===== src/rtl/bp_cache_req_mux.sv =====
// bp_cache_req_mux: arbitrates N cache-engine request channels onto a single LCE request port.
// Define BP_CACHE_REQ_MUX_RR_EN for round-robin arbitration; otherwise the lowest index wins.
module bp_cache_req_mux
  #(parameter int channels_p       = 2
  , parameter int req_width_p      = 64
  , parameter int metadata_width_p = 4
  )
  (input  logic                                     clk_i
  , input  logic                                    reset_n_i
  , input  logic [channels_p*req_width_p-1:0]       cache_req_i
  , input  logic [channels_p-1:0]                   cache_req_v_i
  , output logic [channels_p-1:0]                   cache_req_ready_o
  , input  logic [channels_p*metadata_width_p-1:0]  cache_req_metadata_i
  , input  logic [channels_p-1:0]                   cache_req_metadata_v_i
  , output logic [channels_p-1:0]                   cache_req_complete_o
  , output logic [req_width_p-1:0]                  lce_req_o
  , output logic                                    lce_req_v_o
  , input  logic                                    lce_req_ready_i
  , output logic [metadata_width_p-1:0]             lce_req_metadata_o
  , output logic                                    lce_req_metadata_v_o
  , input  logic                                    lce_req_complete_i
  , output logic [$clog2(channels_p)-1:0]           owner_o
  , output logic                                    busy_o
  , output logic                                    err_o
  );

  localparam int lg_channels_lp = $clog2(channels_p);

  typedef logic [lg_channels_lp-1:0] chan_idx_t;

  typedef enum logic [1:0] {
    IDLE,
    WAIT_META,
    BUSY
  } state_e;

  state_e    state_r;
  chan_idx_t owner_r;
  logic      busy_r;
  logic      err_r;

  logic [req_width_p-1:0]      req_a  [channels_p];
  logic [metadata_width_p-1:0] meta_a [channels_p];

  for (genvar g = 0; g < channels_p; g++) begin : g_unpack
    assign req_a[g]  = cache_req_i[g*req_width_p +: req_width_p];
    assign meta_a[g] = cache_req_metadata_i[g*metadata_width_p +: metadata_width_p];
  end

`ifdef BP_CACHE_REQ_MUX_RR_EN
  chan_idx_t last_grant_r;
`endif

  logic      grant_v;
  chan_idx_t grant_idx;

  // Search begins one past the last granted channel in round-robin mode, at channel 0 otherwise.
  always_comb begin
    int start;
    int cand;
    start     = 0;
    cand      = 0;
    grant_v   = 1'b0;
    grant_idx = '0;
`ifdef BP_CACHE_REQ_MUX_RR_EN
    start = int'(last_grant_r) + 1;
`endif
    for (int i = 0; i < channels_p; i++) begin
      cand = (start + i) % channels_p;
      if (!grant_v && cache_req_v_i[chan_idx_t'(cand)]) begin
        grant_v   = 1'b1;
        grant_idx = chan_idx_t'(cand);
      end
    end
  end

  logic                  accept;
  logic                  meta_now;
  logic                  meta_wait;
  logic                  meta_fwd;
  logic                  complete_fwd;
  logic                  err_set;
  chan_idx_t             meta_src;
  logic [channels_p-1:0] grant_oh;
  logic [channels_p-1:0] owner_oh;

  assign grant_oh = channels_p'(1) << grant_idx;
  assign owner_oh = channels_p'(1) << owner_r;

  // Every forwarding path is qualified by reset_n_i so outputs drop to zero as soon as reset asserts.
  assign accept       = reset_n_i & (state_r == IDLE) & grant_v & lce_req_ready_i;
  assign meta_now     = accept & cache_req_metadata_v_i[grant_idx];
  assign meta_wait    = reset_n_i & (state_r == WAIT_META)
                      & cache_req_metadata_v_i[owner_r] & ~lce_req_complete_i;
  assign meta_fwd     = meta_now | meta_wait;
  assign meta_src     = accept ? grant_idx : owner_r;
  assign complete_fwd = reset_n_i & lce_req_complete_i & (state_r != IDLE);

  assign err_set = ((state_r == IDLE)      & lce_req_complete_i)
                 | ((state_r == WAIT_META) & (lce_req_complete_i
                                              | (|(cache_req_metadata_v_i & ~owner_oh))))
                 | ((state_r == BUSY)      & (|cache_req_metadata_v_i));

  assign cache_req_ready_o    = accept ? grant_oh : '0;
  assign lce_req_v_o          = accept;
  assign lce_req_o            = accept ? req_a[grant_idx] : '0;
  assign lce_req_metadata_v_o = meta_fwd;
  assign lce_req_metadata_o   = meta_fwd ? meta_a[meta_src] : '0;
  assign cache_req_complete_o = complete_fwd ? owner_oh : '0;
  assign owner_o              = owner_r;
  assign busy_o               = busy_r;
  assign err_o                = err_r;

  // A completion that arrives before metadata still closes the transaction, skipping forwarding.
  always_ff @(posedge clk_i or negedge reset_n_i) begin
    if (!reset_n_i) begin
      state_r      <= IDLE;
      owner_r      <= '0;
      busy_r       <= 1'b0;
      err_r        <= 1'b0;
`ifdef BP_CACHE_REQ_MUX_RR_EN
      last_grant_r <= chan_idx_t'(channels_p - 1);
`endif
    end else begin
      if (err_set) begin
        err_r <= 1'b1;
      end
      unique case (state_r)
        IDLE: begin
          if (accept) begin
            owner_r <= grant_idx;
            busy_r  <= 1'b1;
            state_r <= meta_now ? BUSY : WAIT_META;
`ifdef BP_CACHE_REQ_MUX_RR_EN
            last_grant_r <= grant_idx;
`endif
          end
        end
        WAIT_META: begin
          if (lce_req_complete_i) begin
            state_r <= IDLE;
            busy_r  <= 1'b0;
          end else if (cache_req_metadata_v_i[owner_r]) begin
            state_r <= BUSY;
          end
        end
        BUSY: begin
          if (lce_req_complete_i) begin
            state_r <= IDLE;
            busy_r  <= 1'b0;
          end
        end
        default: begin
          state_r <= IDLE;
          busy_r  <= 1'b0;
        end
      endcase
    end
  end

endmodule


===== config.mk =====
export PLATFORM = sky130hd
export DESIGN_NAME = bp_cache_req_mux
export DESIGN_NICKNAME = d
export VERILOG_FILES = /design/src/rtl/bp_cache_req_mux.sv
export SDC_FILE = /design/constraint.sdc
export NUM_CORES = 1
export LEC_CHECK = 0
export CAP_MARGIN = 15
export CORE_AREA = 2 2 86 88
export DETAILED_ROUTE_END_ITERATION = 16
export DIE_AREA = 0 0 88 90
export DONT_BUFFER_PORTS = 1
export HOLD_SLACK_MARGIN = 0.15
export PLACE_DENSITY_LB_ADDON = 0.25
export SYNTH_ARGS = -nofsm -noshare
export SYNTH_HDL_FRONTEND = slang
export SYNTH_SLANG_ARGS = --single-unit
export TNS_END_PERCENT = 1

===== constraint.sdc =====
create_clock -name clk_i -period 1.5 [get_ports clk_i]
set_input_delay 0.075 -clock clk_i [delete_from_list [all_inputs] [get_ports clk_i]]
set_output_delay 0.075 -clock clk_i [all_outputs]
set_load 0.01 [all_outputs]

Word level (Yosys, flattened, before mapping)
Cells that the tools add are included.
- reduce and logical (&&, ||, !) cells: 9
- mux-type cells: 27
- magnitude comparators: 4
- shift operators: 2
- add/subtract/negate cells: 0
- bitwise operators: 21
- $mul: 0
- equal/unequal tests: 6
- divide/modulo/power cells: 0
- operator list (operator ; number):
    $mux 64 ; 4
    $mux 4 ; 4
    $mux 2 ; 7
    $and 1x1->1 ; 12
    $mux 1 ; 10
    $pmux 2 s3 ; 1
    $reduce_or 2->1 ; 3
    $ge 2x2->1 const B ; 2
    $lt 1x2->1 const B ; 2
    $ne 2x2->1 const B ; 2
    $not 1->2 ; 2
    $or 1x1->1 ; 4
    $shl 1x1->2 const A ; 2
    $ne 3x2->1 const B ; 1
    $reduce_and 3->1 ; 1
    $and 2x2->2 ; 1
    $eq 2x1->1 const B ; 1
    $eq 2x2->1 const B ; 1
    $logic_not 2->1 ; 1
    $ne 2x1->1 const B ; 1
    $not 2->2 ; 1
    $pmux 1 s2 ; 1
    $reduce_and 2->1 ; 1
    $reduce_bool 2->1 ; 1
    other kinds (3) ; 3
- word-level logic and storage cells: 73
- output and inout bits: 77
- ROM bits: 0
- RAM bits: 0
- bits in latches: 0
- flip-flop bits (word level): 5
- memories: 0

Longest topological paths before layout
- depth after elaboration: 12
- gate-level depth with buffers: 8

Worst setup path after synthesis
No wires, ideal clock.
- path kind: flip-flop to flip-flop
- from: reg state_r[0]
- to: reg state_r[0]
- arrival: 1475 ps
- buffers on the path: 1
- clock period less this slack: 1596 ps
- setup slack: -96 ps
- stages on the path, launching flop included: 7
- setup time: 121 ps
- required time: 1379 ps
- cells stage by stage: dfrtp_1 inv_1 ha_1 buf_4 o2111ai_2 a221o_1 a22o_1
- longest elaborated chain between the ends: 8
- ends and longest elaborated chain (element ; RTL line ; source):
    start, declared ; 37 ; state_e state_r;
    start signal, assigned ; 133 ; state_r <= meta_now ? BUSY : WAIT_META;
    $logic_not 2->1 ; 91, 128 ;
    $and 1x1->1 (3 in a row) ; 91 ; assign accept = reset_n_i & (state_r == IDLE) & grant_v & lce_req_ready_i;
    $and 1x1->1 ; 92 ; assign meta_now = accept & cache_req_metadata_v_i[grant_idx];
    $mux 2 ; 133 ;
    $mux 2 ; 130 ; if (accept) begin
    $pmux 2 s3 ; 128 ; unique case (state_r)
Several ways; a longest one is shown, not always the timed one. The select of a mux whose other input is x is not followed.
A chain may end at the register's enable or synchronous reset.

Worst setup path after layout
- from: reg state_r[1]
- to: out lce_req_o[6]
- longest elaborated chain between the ends: 5
- ends and longest elaborated chain (element ; RTL line ; source):
    $logic_not 2->1 ; 91 ;
    $and 1x1->1 (3 in a row) ; 91 ;
    $mux 64 ; 106 ; assign lce_req_o = accept ? req_a[grant_idx] : '0;
    end, declared ; 16 ; , output logic [req_width_p-1:0] lce_req_o
No other way between the ends.

==> metrics.md <==
| Metric | Value |
|---|---|
| Top_reg_cell synth | dfrtp_1 |
| Critical path arrival | 1.65 ns |
| Seq cells post-synth | 5 |
| Status | finished, violations left |
| Final Cell Area | 0.00223 mm^2 |
| Met3 Routed Length | 864 um |
| Via count | 1468 |
| Setup-failing EPs final | 73 |
| Ant diodes | 0 |
| Max H-tree Level | 1 |
| Nature of the critical path startpoint | register |
| Clock power frac | 11.3% |
| Synthesized area per cell | 8.11 um^2 |
| RePlAce Congestion | 0.727 |
| Fillers | 687 |
| Pint | 1.30 mW |
| Detailed Route WL | 6830 um |
| CTS tree | built |
| Metal-1 WL | 2360 um |
| Peak VDD IR | 0.387 mV |
| Final core utilization | 31.7% |
| Global-route wire length before repair | 7940 um |
| Vias per cell | roughly 5.5 |
| Worst-margin pin slew | 0.394 ns |
| Die X | roughly 90 um |
| Drt first pass iters | 4 |
| Area Growth Syn to Fin | 98.9% |
| Syn Inst Count | 138 |
| Slew headroom | 73.7% |
| Syn Std Cell Area | 0.00112 mm^2 |
| Crit Path Category | register to primary output |
| Period utilisation layout | 115% |
| Tot GR Track Use | 13.6% |
| Final Max Tran Viols | 0 |
| Initial antenna violation count | 0 |
| Die area | 0.00792 mm^2 |
| Vias in the first global route | 1346 |
| FFs w/ async S/R, synth | 100% |
| Layout Skew | roughly 0.007 ns |
| Row cnt | 31 |
| Fraction of final layout cells sized beyond drive strength 1 | a little over three fifths |
| GRT overflow | 0 |
| Fmax | 580 MHz |
| Core area | 0.00702 mm^2 |
| CP max FO | 5 |
| Synth cell count leaders | 65 x a22o_1, 13 x buf_2, 8 x o21ai_0 |
| Die Y | 90 um |
| CP Capture Type | primary output |
| Seq pwr share | around a tenth |
| Synth warnings | 0 |
| PnR worst setup slack | -0.226 ns |
| Area after DPL | 0.00137 mm^2 |
| Clk buf depth | 2 |
| Initial Util | 16.0% |
| Sequential fraction of the synthesis area | 11.2% |
| CTS Sinks | 5 |
| Combinational share of power | between 70 and 80% |
| Post-synth net total | between 200 and 300 |
| Failing checks | setup timing |
| Layout Cells excl Fill | approximately 270 |
| Highest metal layer with signal wires | met4 |
| Detailed router's first-iteration violation count | a little under 60 |
| Synth area leaders | a22o_1 51%, dfrtp_1 11%, buf_2 5.8% |
| Met2 WL post-DR | between 3000 and 4000 um |
| Post-route ant nets | 0 |
| # DRC | 0 |
| Pwr/cell area | around 1000 mW/mm^2 |
| TNS Setup | -13.08 ns |
| Largest net degree at the start of global routing | 40 |
| RSZ-0062 raised after global routing | yes |
| Synth area leader | a22o_1 |
| Clk root buf | clkbuf_8 |
| Switching pwr | about 1 mW |
| Net Sw Frac | a little over two fifths |
| Hpwl dp | 4490 um |
| Clock slew at reported path FFs | 0.04 ns |
| Final worst path period need | 1.73 ns |
| Yosys cell types | 30 |
| Yosys top cell area share | 50.8% |
| # port buffers | 0 |
| Boundary pin count | 221 |
| Insertion delay to the later sink of the worst-skew pair | between 0.2 and 0.25 ns |
| Hold Crit Class | primary input to async pin |
| Post-synth EDFFs | 0 |
| Worst Path Required | roughly 1.4 ns |
| Top-count cell post-synth | a22o_1 |
| DP Cell Count | 242 |
| CTS buffer count | 3 |
| Avg WL per Cell | 25.8 um |
| Total of max-cap violations | 0 |
| Nets | roughly 310 |
| Final hold vios | 0 |
| Pleak | 0.979 nW |
placed cells by master (no fill, tap or decap), types with 2 or more instances in the layout:
| master | Yosys | layout |
|---|---|---|
| buf_16 | 0 | 3 |
| o21ai_2 | 0 | 3 |
| clkbuf_16 | 0 | 4 |
| a22o_1 | 65 | 17 |
| o21ai_1 | 0 | 2 |
| nand4_1 | 2 | 2 |
| buf_6 | 0 | 2 |
| inv_4 | 0 | 2 |
| dlygate4sd3_1 | 0 | 4 |
| clkbuf_8 | 0 | 3 |
| a22o_4 | 0 | 44 |
| mux2i_1 | 2 | 2 |
| o21ai_0 | 8 | 3 |
| buf_4 | 2 | 20 |
| inv_2 | 1 | 3 |
| a22o_2 | 0 | 4 |
| dfrtp_1 | 5 | 5 |
| a21oi_4 | 0 | 4 |
| nor2b_1 | 4 | 4 |
| nand2_1 | 2 | 2 |
| a21oi_1 | 6 | 2 |
| buf_12 | 0 | 7 |
| nand3_1 | 4 | 4 |
routing by layer:
layer / up-vias / global-route usage (%)
met2: 124 / 24.4
met4: 0 / 1.92
met3: 4 / 7.25
li1: 643 / -
met5: - / 0
met1: 697 / 14.1
final cells by class:
class / count / area [um^2] / area share (%)
timing repair buffer: 40 / 536 / 24.0
multi-input combinational: 112 / 1370 / 61.6
clock buffer: 3 / 41.3 / 1.85
sequential: 5 / 125 / 5.62
clock inverter: 1 / 5.00 / 0.225
inverter: 5 / 23.8 / 1.07
tap: 99 / 124 / 5.56
worst max-delay path: stages, from the launching register on:
cell and delay (ns):
dfrtp_1 0.35, inv_2 0.06, ha_4 0.16, nand4_1 0.13, inv_4 0.08, buf_12 0.14, buf_12 0.13, buf_6 0.12
a22o_4 0.25
registers in the layout (all words and copies together), names as in the netlist:
register,count
state_r,2
owner_o,1
err_o,1
busy_o,1
what timing repair did:
item	in CTS	in global routing
gates resized for setup	38	41
endpoints found under the hold margin	7	0
setup endpoints to repair	74	74
buffers inserted	6	2
pin swaps	20	31
hold buffers	4	0
gates cloned	3	4
path summary, 6_finish.rpt:
path	from	end	slack [ns]	cells after the start
min in group clk_i	lce_req_complete_i	state_r[0]	0.18	3
hold / removal	reset_n_i	err_o	0.16	1
setup / recovery	state_r[1]	lce_req_o[6]	-0.23	8
hold reg to reg	err_o	err_o	0.54	1
max in group asynchronous	reset_n_i	owner_o	1.12	1
setup reg to reg	state_r[1]	state_r[0]	-0.09	6
kinds of logic after synthesis:
logic type / share of synthesized area [%]
AND/OR/NAND/NOR: 10.5
adder cells (fa/ha/maj): 3.35
buffers and inverters: 9.16
multiplexers: 2.79
AO/OA/AOI/OAI: 63.0
flip-flops: 11.2
stage by stage:
stage | setup slack, ns | hold WS (ns) | power [mW]
after floorplan | -0.0443 | -0.221 | 1.10
after global placement | -0.159 | -0.220 | 1.47
after detailed placement | -0.198 | -0.220 | 1.47
after CTS | -0.278 | 0.152 | 2.06
after global routing | -0.305 | 0.163 | 2.44
final | -0.226 | 0.158 | 2.28
power by group through the flow:
stage | clock network [mW] | logic, mW | registers [mW]
after CTS | 0.264 | 1.56 | 0.242
after detailed placement | 0 | 1.23 | 0.239
after floorplan | 0 | 0.868 | 0.227
after global placement | 0 | 1.23 | 0.239
after global routing | 0.278 | 1.91 | 0.250
final | 0.257 | 1.78 | 0.242
No activity file was read; power rests on OpenSTA's default activity.
